--- config.mk ---
export PLATFORM = sky130hd
export DESIGN_NAME = dma_burst_packer_flat
export DESIGN_NICKNAME = d
export VERILOG_FILES = /design/src/rtl/dma_pkg.sv /design/src/rtl/dma_burst_packer_if.sv /design/src/rtl/dma_pack_ring.sv /design/src/rtl/dma_burst_packer.sv /design/src/flat_wrapper.sv
export SDC_FILE = /design/constraint.sdc
export NUM_CORES = 1
export LEC_CHECK = 0
export ABC_AREA = 1
export CORE_AREA = 2 2 199 201
export DETAILED_ROUTE_END_ITERATION = 10
export DIE_AREA = 0 0 201 203
export PLACE_DENSITY_LB_ADDON = 0.1
export SLEW_MARGIN = 20
export SYNTH_ARGS = -nofsm -noshare
export SYNTH_HDL_FRONTEND = slang
export SYNTH_HIERARCHICAL = 1
export SYNTH_SLANG_ARGS = --single-unit
--- constraint.sdc ---
create_clock -name clk -period 7.64 [get_ports clk]
set_clock_uncertainty 0.2 [all_clocks]
set_input_delay 1.146 -clock clk [delete_from_list [all_inputs] [get_ports clk]]
set_output_delay 1.146 -clock clk [all_outputs]
set_load 0.1 [all_outputs]
--- src/rtl/dma_pkg.sv ---
`default_nettype none
// ============================================================================
// Module      : dma_pkg
// Description : Shared sizes and FSM state encoding for the DMA burst packer.
// Revision    : 1.0 - initial release
// ============================================================================
package dma_pkg;

    localparam int BURST_WORDS = 16;
    localparam int RING_WORDS  = 32;
    localparam int PTR_W       = $clog2(RING_WORDS);
    localparam int OCC_W       = PTR_W + 1;
    localparam int BEAT_W      = $clog2(BURST_WORDS);

    typedef enum logic [1:0] {
        IDLE = 2'd0,
        SEND = 2'd1,
        PAD  = 2'd2,
        DONE = 2'd3
    } state_t;

endpackage
`default_nettype wire

--- src/rtl/dma_burst_packer_if.sv ---
`default_nettype none
// ============================================================================
// Module      : dma_burst_packer_if
// Description : Byte-stream input and 16-bit FIFO write-port bundle.
// Revision    : 1.0 - initial release
// ============================================================================
interface dma_burst_packer_if #(
    parameter int CNT_W = 24
);
    logic [7:0]       din;
    logic             dv;
    logic             flush;
    logic             room;
    logic             we;
    logic [15:0]      di;
    logic             busy;
    logic             frame_done;
    logic             overflow;
    logic [CNT_W-1:0] word_cnt;

    modport master (
        output din, dv, flush, room,
        input  we, di, busy, frame_done, overflow, word_cnt
    );

    modport slave (
        input  din, dv, flush, room,
        output we, di, busy, frame_done, overflow, word_cnt
    );
endinterface
`default_nettype wire

--- src/rtl/dma_pack_ring.sv ---
`default_nettype none
// ============================================================================
// Module      : dma_pack_ring
// Description : 32x16 word ring with occupancy count; writes drop when full.
// Revision    : 1.0 - initial release
// ============================================================================
module dma_pack_ring
    import dma_pkg::*;
(
    input  logic             clk,
    input  logic             xrst,
    input  logic             i_clr,
    input  logic             i_wr_en,
    input  logic [15:0]      i_wr_data,
    input  logic             i_rd_en,
    output logic [15:0]      o_rd_data,
    output logic [OCC_W-1:0] o_occ,
    output logic             o_wr_ok,
    output logic             o_overflow
);

    logic [15:0]      r_mem [RING_WORDS];
    logic [PTR_W-1:0] r_wptr;
    logic [PTR_W-1:0] r_rptr;
    logic [OCC_W-1:0] r_occ;
    logic             r_overflow;
    logic             w_full;
    logic             w_wr;
    logic             w_rd;

    assign w_full = (r_occ == OCC_W'(RING_WORDS));
    assign w_wr   = i_wr_en & ~w_full & ~i_clr;
    assign w_rd   = i_rd_en & (r_occ != '0) & ~i_clr;

    // Storage needs no reset: stale words are never read past the pointers.
    always_ff @(posedge clk) begin
        if (w_wr) begin
            r_mem[r_wptr] <= i_wr_data;
        end
    end

    always_ff @(posedge clk or negedge xrst) begin
        if (!xrst) begin
            r_wptr     <= '0;
            r_rptr     <= '0;
            r_occ      <= '0;
            r_overflow <= 1'b0;
        end else if (i_clr) begin
            r_wptr     <= '0;
            r_rptr     <= '0;
            r_occ      <= '0;
            r_overflow <= 1'b0;
        end else begin
            if (w_wr) begin
                r_wptr <= r_wptr + PTR_W'(1);
            end
            if (w_rd) begin
                r_rptr <= r_rptr + PTR_W'(1);
            end
            case ({w_wr, w_rd})
                2'b10:   r_occ <= r_occ + OCC_W'(1);
                2'b01:   r_occ <= r_occ - OCC_W'(1);
                default: r_occ <= r_occ;
            endcase
            if (i_wr_en && w_full) begin
                r_overflow <= 1'b1;
            end
        end
    end

    assign o_rd_data  = r_mem[r_rptr];
    assign o_occ      = r_occ;
    assign o_wr_ok    = w_wr;
    assign o_overflow = r_overflow;

endmodule
`default_nettype wire

--- src/rtl/dma_burst_packer.sv ---
`default_nettype none
// ============================================================================
// Module      : dma_burst_packer
// Description : Packs bytes into 16-bit words and releases them to the DMA
//               FIFO only as whole 16-word bursts, padding at frame end.
// Revision    : 1.0 - initial release
// ============================================================================
module dma_burst_packer
    import dma_pkg::*;
#(
    parameter logic [7:0] PAD_BYTE = 8'h00,
    parameter int         CNT_W    = 24
) (
    input  logic               clk,
    input  logic               xrst,
    input  logic               en,
    dma_burst_packer_if.slave  bus
);

    logic [7:0]       r_held;
    logic             r_held_vld;
    state_t           r_state;
    logic [BEAT_W-1:0] r_beat;
    logic             r_pend;
    logic [OCC_W-1:0] r_pad_left;
    logic             r_we;
    logic [15:0]      r_di;
    logic             r_done;
    logic [CNT_W-1:0] r_cnt;

    logic             w_wr_en;
    logic [15:0]      w_wr_data;
    logic             w_rd_en;
    logic [15:0]      w_rd_data;
    logic [OCC_W-1:0] w_occ;
    logic             w_wr_ok;
    logic             w_overflow;
    logic             w_emit;

    // A flush closes the pairing phase so next-frame bytes never pair with
    // this frame's trailing odd byte.
    always_comb begin
        w_wr_en   = 1'b0;
        w_wr_data = {bus.din, r_held};
        if (bus.dv) begin
            if (r_held_vld) begin
                w_wr_en = 1'b1;
            end else if (bus.flush) begin
                w_wr_en   = 1'b1;
                w_wr_data = {PAD_BYTE, bus.din};
            end
        end else if (bus.flush && r_held_vld) begin
            w_wr_en   = 1'b1;
            w_wr_data = {PAD_BYTE, r_held};
        end
    end

    assign w_rd_en = (r_state == SEND) || ((r_state == PAD) && (r_pad_left != '0));
    assign w_emit  = (r_pad_left != '0) || (r_cnt[BEAT_W-1:0] != '0);

    dma_pack_ring u_ring (
        .clk        (clk),
        .xrst       (xrst),
        .i_clr      (~en),
        .i_wr_en    (w_wr_en),
        .i_wr_data  (w_wr_data),
        .i_rd_en    (w_rd_en),
        .o_rd_data  (w_rd_data),
        .o_occ      (w_occ),
        .o_wr_ok    (w_wr_ok),
        .o_overflow (w_overflow)
    );

    always_ff @(posedge clk or negedge xrst) begin
        if (!xrst) begin
            r_held     <= '0;
            r_held_vld <= 1'b0;
            r_state    <= IDLE;
            r_beat     <= '0;
            r_pend     <= 1'b0;
            r_pad_left <= '0;
            r_we       <= 1'b0;
            r_di       <= '0;
            r_done     <= 1'b0;
            r_cnt      <= '0;
        end else if (!en) begin
            r_held     <= '0;
            r_held_vld <= 1'b0;
            r_state    <= IDLE;
            r_beat     <= '0;
            r_pend     <= 1'b0;
            r_pad_left <= '0;
            r_we       <= 1'b0;
            r_di       <= '0;
            r_done     <= 1'b0;
            r_cnt      <= '0;
        end else begin
            r_we   <= 1'b0;
            r_done <= 1'b0;
            if (r_done) begin
                r_cnt <= '0;
            end

            if (bus.dv && !r_held_vld && !bus.flush) begin
                r_held     <= bus.din;
                r_held_vld <= 1'b1;
            end else if (w_wr_en) begin
                r_held_vld <= 1'b0;
            end

            // r_pad_left tracks how many ring words still belong to the
            // flushed frame; anything written later sits behind that point.
            if (bus.flush) begin
                r_pend     <= 1'b1;
                r_pad_left <= w_occ + OCC_W'(w_wr_ok) - OCC_W'(w_rd_en);
            end else if (w_rd_en && r_pend && (r_pad_left != '0)) begin
                r_pad_left <= r_pad_left - OCC_W'(1);
            end

            case (r_state)
                IDLE: begin
                    if (r_pend) begin
                        if ((r_pad_left >= OCC_W'(BURST_WORDS)) && bus.room) begin
                            r_state <= SEND;
                        end else if ((r_pad_left == '0) && (r_cnt[BEAT_W-1:0] == '0)) begin
                            r_state <= DONE;
                        end else if (bus.room) begin
                            r_state <= PAD;
                        end
                    end else if ((w_occ >= OCC_W'(BURST_WORDS)) && bus.room) begin
                        r_state <= SEND;
                    end
                end
                SEND: begin
                    r_we   <= 1'b1;
                    r_di   <= w_rd_data;
                    r_cnt  <= r_cnt + CNT_W'(1);
                    r_beat <= r_beat + BEAT_W'(1);
                    if (r_beat == '1) begin
                        r_state <= IDLE;
                    end
                end
                PAD: begin
                    if (w_emit) begin
                        r_we  <= 1'b1;
                        r_di  <= (r_pad_left != '0) ? w_rd_data : {PAD_BYTE, PAD_BYTE};
                        r_cnt <= r_cnt + CNT_W'(1);
                        if ((r_pad_left <= OCC_W'(1)) && (r_cnt[BEAT_W-1:0] == '1)) begin
                            r_state <= DONE;
                        end
                    end else begin
                        r_state <= DONE;
                    end
                end
                DONE: begin
                    r_done  <= 1'b1;
                    r_pend  <= 1'b0;
                    r_state <= IDLE;
                end
                default: r_state <= IDLE;
            endcase
        end
    end

    assign bus.we         = r_we;
    assign bus.di         = r_di;
    assign bus.frame_done = r_done;
    assign bus.overflow   = w_overflow;
    assign bus.word_cnt   = r_cnt;
    assign bus.busy       = (w_occ != '0) | r_pend | (r_state != IDLE) | r_held_vld;

endmodule
`default_nettype wire

--- src/flat_wrapper.sv ---
// flat-port wrapper written by rule: the top's interface ports become plain ports
module dma_burst_packer_flat import dma_pkg::*;
#(
    parameter logic [7:0] PAD_BYTE = 8'h00,
    parameter int         CNT_W    = 24
)
  (clk, xrst, en, bus_din, bus_dv, bus_flush, bus_room, bus_we, bus_di, bus_busy, bus_frame_done, bus_overflow, bus_word_cnt);
  dma_burst_packer_if #(.CNT_W(CNT_W)) bus_i ();
  input  logic clk;
  input  logic xrst;
  input  logic en;
  input wire logic [$bits(bus_i.din)-1:0] bus_din;
  input wire logic [$bits(bus_i.dv)-1:0] bus_dv;
  input wire logic [$bits(bus_i.flush)-1:0] bus_flush;
  input wire logic [$bits(bus_i.room)-1:0] bus_room;
  output wire logic [$bits(bus_i.we)-1:0] bus_we;
  output wire logic [$bits(bus_i.di)-1:0] bus_di;
  output wire logic [$bits(bus_i.busy)-1:0] bus_busy;
  output wire logic [$bits(bus_i.frame_done)-1:0] bus_frame_done;
  output wire logic [$bits(bus_i.overflow)-1:0] bus_overflow;
  output wire logic [$bits(bus_i.word_cnt)-1:0] bus_word_cnt;
  assign bus_i.din = bus_din;
  assign bus_i.dv = bus_dv;
  assign bus_i.flush = bus_flush;
  assign bus_i.room = bus_room;
  assign bus_we = bus_i.we;
  assign bus_di = bus_i.di;
  assign bus_busy = bus_i.busy;
  assign bus_frame_done = bus_i.frame_done;
  assign bus_overflow = bus_i.overflow;
  assign bus_word_cnt = bus_i.word_cnt;
  dma_burst_packer #(.PAD_BYTE(PAD_BYTE), .CNT_W(CNT_W)) u_core (.clk(clk), .xrst(xrst), .en(en), .bus(bus_i));
endmodule
==> summary.md <==
| Metric | Value |
|---|---|
| GR Util All Layers | 0.321 |
| Chip width | 201 um |
| Flop2flop setup slack | 3.84 ns |
| Simple-gate share of the synthesized area | 0.152 |
| Worst Tran Pin Value | 1.11 ns |
| Syn Nets | 2350 |
| CTS Root Cell | clkbuf_16 |
| Overall Power | 9490 uW |
| Power share of the combinational group | 0.290 |
| Final Util | 0.745 |
| Rows | 72 |
| Via total after detailed routing | 18239 |
| RSZ-0062 raised after global routing | no |
| Terminus of the critical flop-to-flop path | u_core/bus.di[1]$_DFFE_PN0P_ |
| H-tree depth | 2 |
| Post-CTS setup buffer count | 0 |
| Flops & latches, synth | 593 |
| Switching pwr | 3410 uW |
| Vias per cell | 6.23 |
| Slew margin rel. | 0.257 |
| Yosys warnings | 6 |
| CTS Buffer Depth | 3 |
| Initial antenna violation count | 1 |
| Most used DFF post-synth | edfxtp_1 |
| Total CTS buffers | 58 |
| Post-synthesis mux area share | 0 |
| Int Power | 6080 uW |
| Crit. End Element | flop |
| Routed wire length per instance | 22.3 um |
| Switch share | 0.359 |
| CTS Sinks | 593 |
| Hold Slack | 0.230 ns |
| CTS tree | built |
| Clock power share | 0.306 |
| Xor/xnor share of the synthesized area | 0.00205 |
| Worst r2r src | u_core/u_ring/r_rptr[0]$_DFFE_PN0P_ |
| CP required | 7.92 ns |
| Area grow syn2layout | 12.0% |
| Core area | 38500 sq um |
| I/O Pins | 58 |
| Crit share post-route | 0.577 |
| ANT nets after route | 0 |
| Sequential-to-total area share from yosys stat | 0.680 |
| Mapped Cells | 2308 |
| Setup Viol. Count Final | 0 |
| Starting Density | 0.665 |
| Largest net degree at the start of global routing | 110 |
| Fmax | 0.227 GHz |
| Drt pass-1 iters | 6 |
| CP startpoint kind | input pin |
| First-pass GRT wire length | 99.4 mm |
| Adder-cell share of the synthesized area | 0.0143 |
| Worst min-delay path category | in -> async |
| Count of cell types in the netlist | 44 |
| Max VDD drop | 0.401 mV |
| Max Fanout on Critical Path | 45 |
| DRC | 0 |
| Power Dens Cells | 331 nW/um^2 |
| Detailed placement HPWL | 39.0 mm |
| Grt total ovfl | 0 |
| Endpoints failing hold | 0 |
| Post-synth EDFFs | 512 |
| Number of port buffers | 57 |
| Hold buffer count at CTS | 0 |
| Area share of the largest cell type after synthesis | 0.601 |
| Async S/R FF share, synth | 0.137 |
| Die area | 40800 sq um |
| Leakage | 0.0104 uW |
| Maxcap violations | 0 |
| RD Place Congestion | 0.932 |
| Worst skew pair latency | 0.61 ns |
| Detailed Route WL | 65.1 mm |
| Largest family of logic cells by synthesized area | simple AND/OR/NAND/NOR gates |
| Sequential power share | 0.405 |
| Status | complete, no violations |
| Post-cts sizing count | 0 |
| Synth Area in Compound Gates | 0.112 |
| Crit Path Category | in -> reg |
| Final nets | 2400 |
| Reg2reg path depth | 10 |
| Critical Path Source | en |
| Total negative setup slack | 0 ns |
| Vias in the first global route | 17386 |
| Min Tclk post-route | 4.41 ns |
| CP arrival | 4.69 ns |
| Max Slew Vio Count | 0 |
| Top cells by area, synth | edfxtp_1 (60%), dfrtp_1 (7.9%), nor2_1 (7.3%) |
| Reg clk slew, reported paths | 0.06 ns |
| Iter 0 DRT Violations | 2229 |
| Average size of a mapped cell | 11.1 sq um |
| Post-synth top area cell | edfxtp_1 |
| Die height | 203 um |
| Mapped cell area | 25600 sq um |
| Share of post-route cells with drive strength above 1 | 0.0889 |
-- cells in the final DEF, fill, tap and decap left out, drive strengths merged, types with 4 or more instances in the layout --
master / count
edfxtp: 512
nor2: 512
o21ai: 343
nand2: 283
inv: 105
nand3: 104
o22ai: 100
dfrtp: 81
clkbuf: 71
buf: 58
clkdlybuf4s50: 56
a21oi: 39
ha: 26
clkinv: 26
o211ai: 24
nand4: 17
nor3: 11
o21bai: 10
bufinv: 8
clkinvlp: 5
xor2: 4
-- state kept, by name (all words and copies together) (netlist names) --
register                  count
u_core/bus.word_cnt          24
u_core/u_ring/r_mem         512
u_core/r_pad_left             6
u_core/r_beat                 4
u_core/r_state                2
u_core/u_ring/r_rptr          5
u_core/u_ring/o_occ           6
u_core/bus.we                 1
u_core/u_ring/o_overflow      1
u_core/r_held_vld             1
u_core/bus.di                16
u_core/u_ring/r_wptr          5
u_core/r_pend                 1
u_core/bus.frame_done         1
u_core/r_held                 8
-- cells in the mapped netlist, types with 3 or more instances --
master	count
nand2_4	5
nor2_4	5
nor2_2	5
nand3_2	3
nand3_1	99
edfxtp_1	512
buf_2	21
o22ai_1	99
o21bai_1	10
nor3_1	11
clkbuf_1	67
a21oi_1	36
buf_4	13
o211ai_1	23
buf_1	10
nand2_1	274
dfrtp_1	81
inv_1	100
nand2_2	4
ha_1	26
nor2_1	500
buf_6	9
o21ai_1	33
o21ai_0	310
inv_2	4
xor2_1	4
clkbuf_2	3
nand4_1	17
-- cell families (layout without fill, tap and decap cells) --
| group | Yosys count | in the layout |
|---|---|---|
| flip-flops | 593 | 593 |
| AND/OR/NAND/NOR | 932 | 932 |
| AO/OA/AOI/OAI | 519 | 519 |
| adder cells (fa/ha/maj) | 28 | 28 |
| XOR/XNOR | 6 | 6 |
| other | 0 | 1 |
| buffers and inverters | 230 | 329 |
-- stage by stage --
step,std cells,instance area [sq um],setup slack (ns)
after floorplan,2308,25600,3.86
after global placement,2815,26700,2.68
after detailed placement,2815,26700,2.72
after CTS,2924,28600,3.36
after global routing,2925,28700,2.98
final,2926,28700,3.23
-- cell type report --
cell class | count | area (sq um)
sequential | 593 | 17400
fill | 2562 | 9810
multi-input combinational | 1485 | 7230
clock buffer | 71 | 1540
timing repair buffer | 114 | 1020
tap | 518 | 648
clock inverter | 38 | 404
inverter | 106 | 403
antenna | 1 | 2.50
-- how the worst max path moves through the flow --
stage	endpoint	slack (ns)	depth (start not counted)
6_report	u_core/r_pad_left[4]$_DFFE_PN0P_	3.23	19
5_1_grt	u_core/r_pad_left[4]$_DFFE_PN0P_	2.98	19
4_1_cts	u_core/r_pad_left[4]$_DFFE_PN0P_	3.36	19
3_5_place_dp	u_core/r_pad_left[4]$_DFFE_PN0P_	2.72	19
3_3_place_gp	u_core/u_ring/r_mem[4][1]$_DFFE_PP_	2.68	8
2_1_floorplan	u_core/r_pad_left[4]$_DFFE_PN0P_	3.86	18
-- power groups by stage --
stage,logic [uW],clock network (uW),registers [uW]
5_1_grt,2970,3050,3860
3_3_place_gp,2620,0,3900
3_5_place_dp,2680,0,3900
4_1_cts,2710,2920,3840
6_report,2750,2900,3840
2_1_floorplan,1640,0,4250
-- routing by layer --
layer  GRT usage  share of wire
met5           0              0
met3      0.0522          0.099
met1       0.452           0.40
met2       0.504           0.46
met4       0.137          0.041
-- worst max-delay path, stage by stage --
cell	delay, ns
clkdlybuf4s50_1	0.46
buf_4	0.43
inv_1	0.35
clkinv_1	0.27
nand3_1	0.18
inv_1	0.25
inv_1	0.08
ha_1	0.28
inv_1	0.04
ha_1	0.20
fa_1	0.39
nand2_1	0.09
nand2_1	0.06
nand2_1	0.07
nand2_1	0.06
nand2_1	0.06
nand3_1	0.06
o21ai_0	0.08
o22ai_1	0.09
Power figures use the tool's default switching activity.
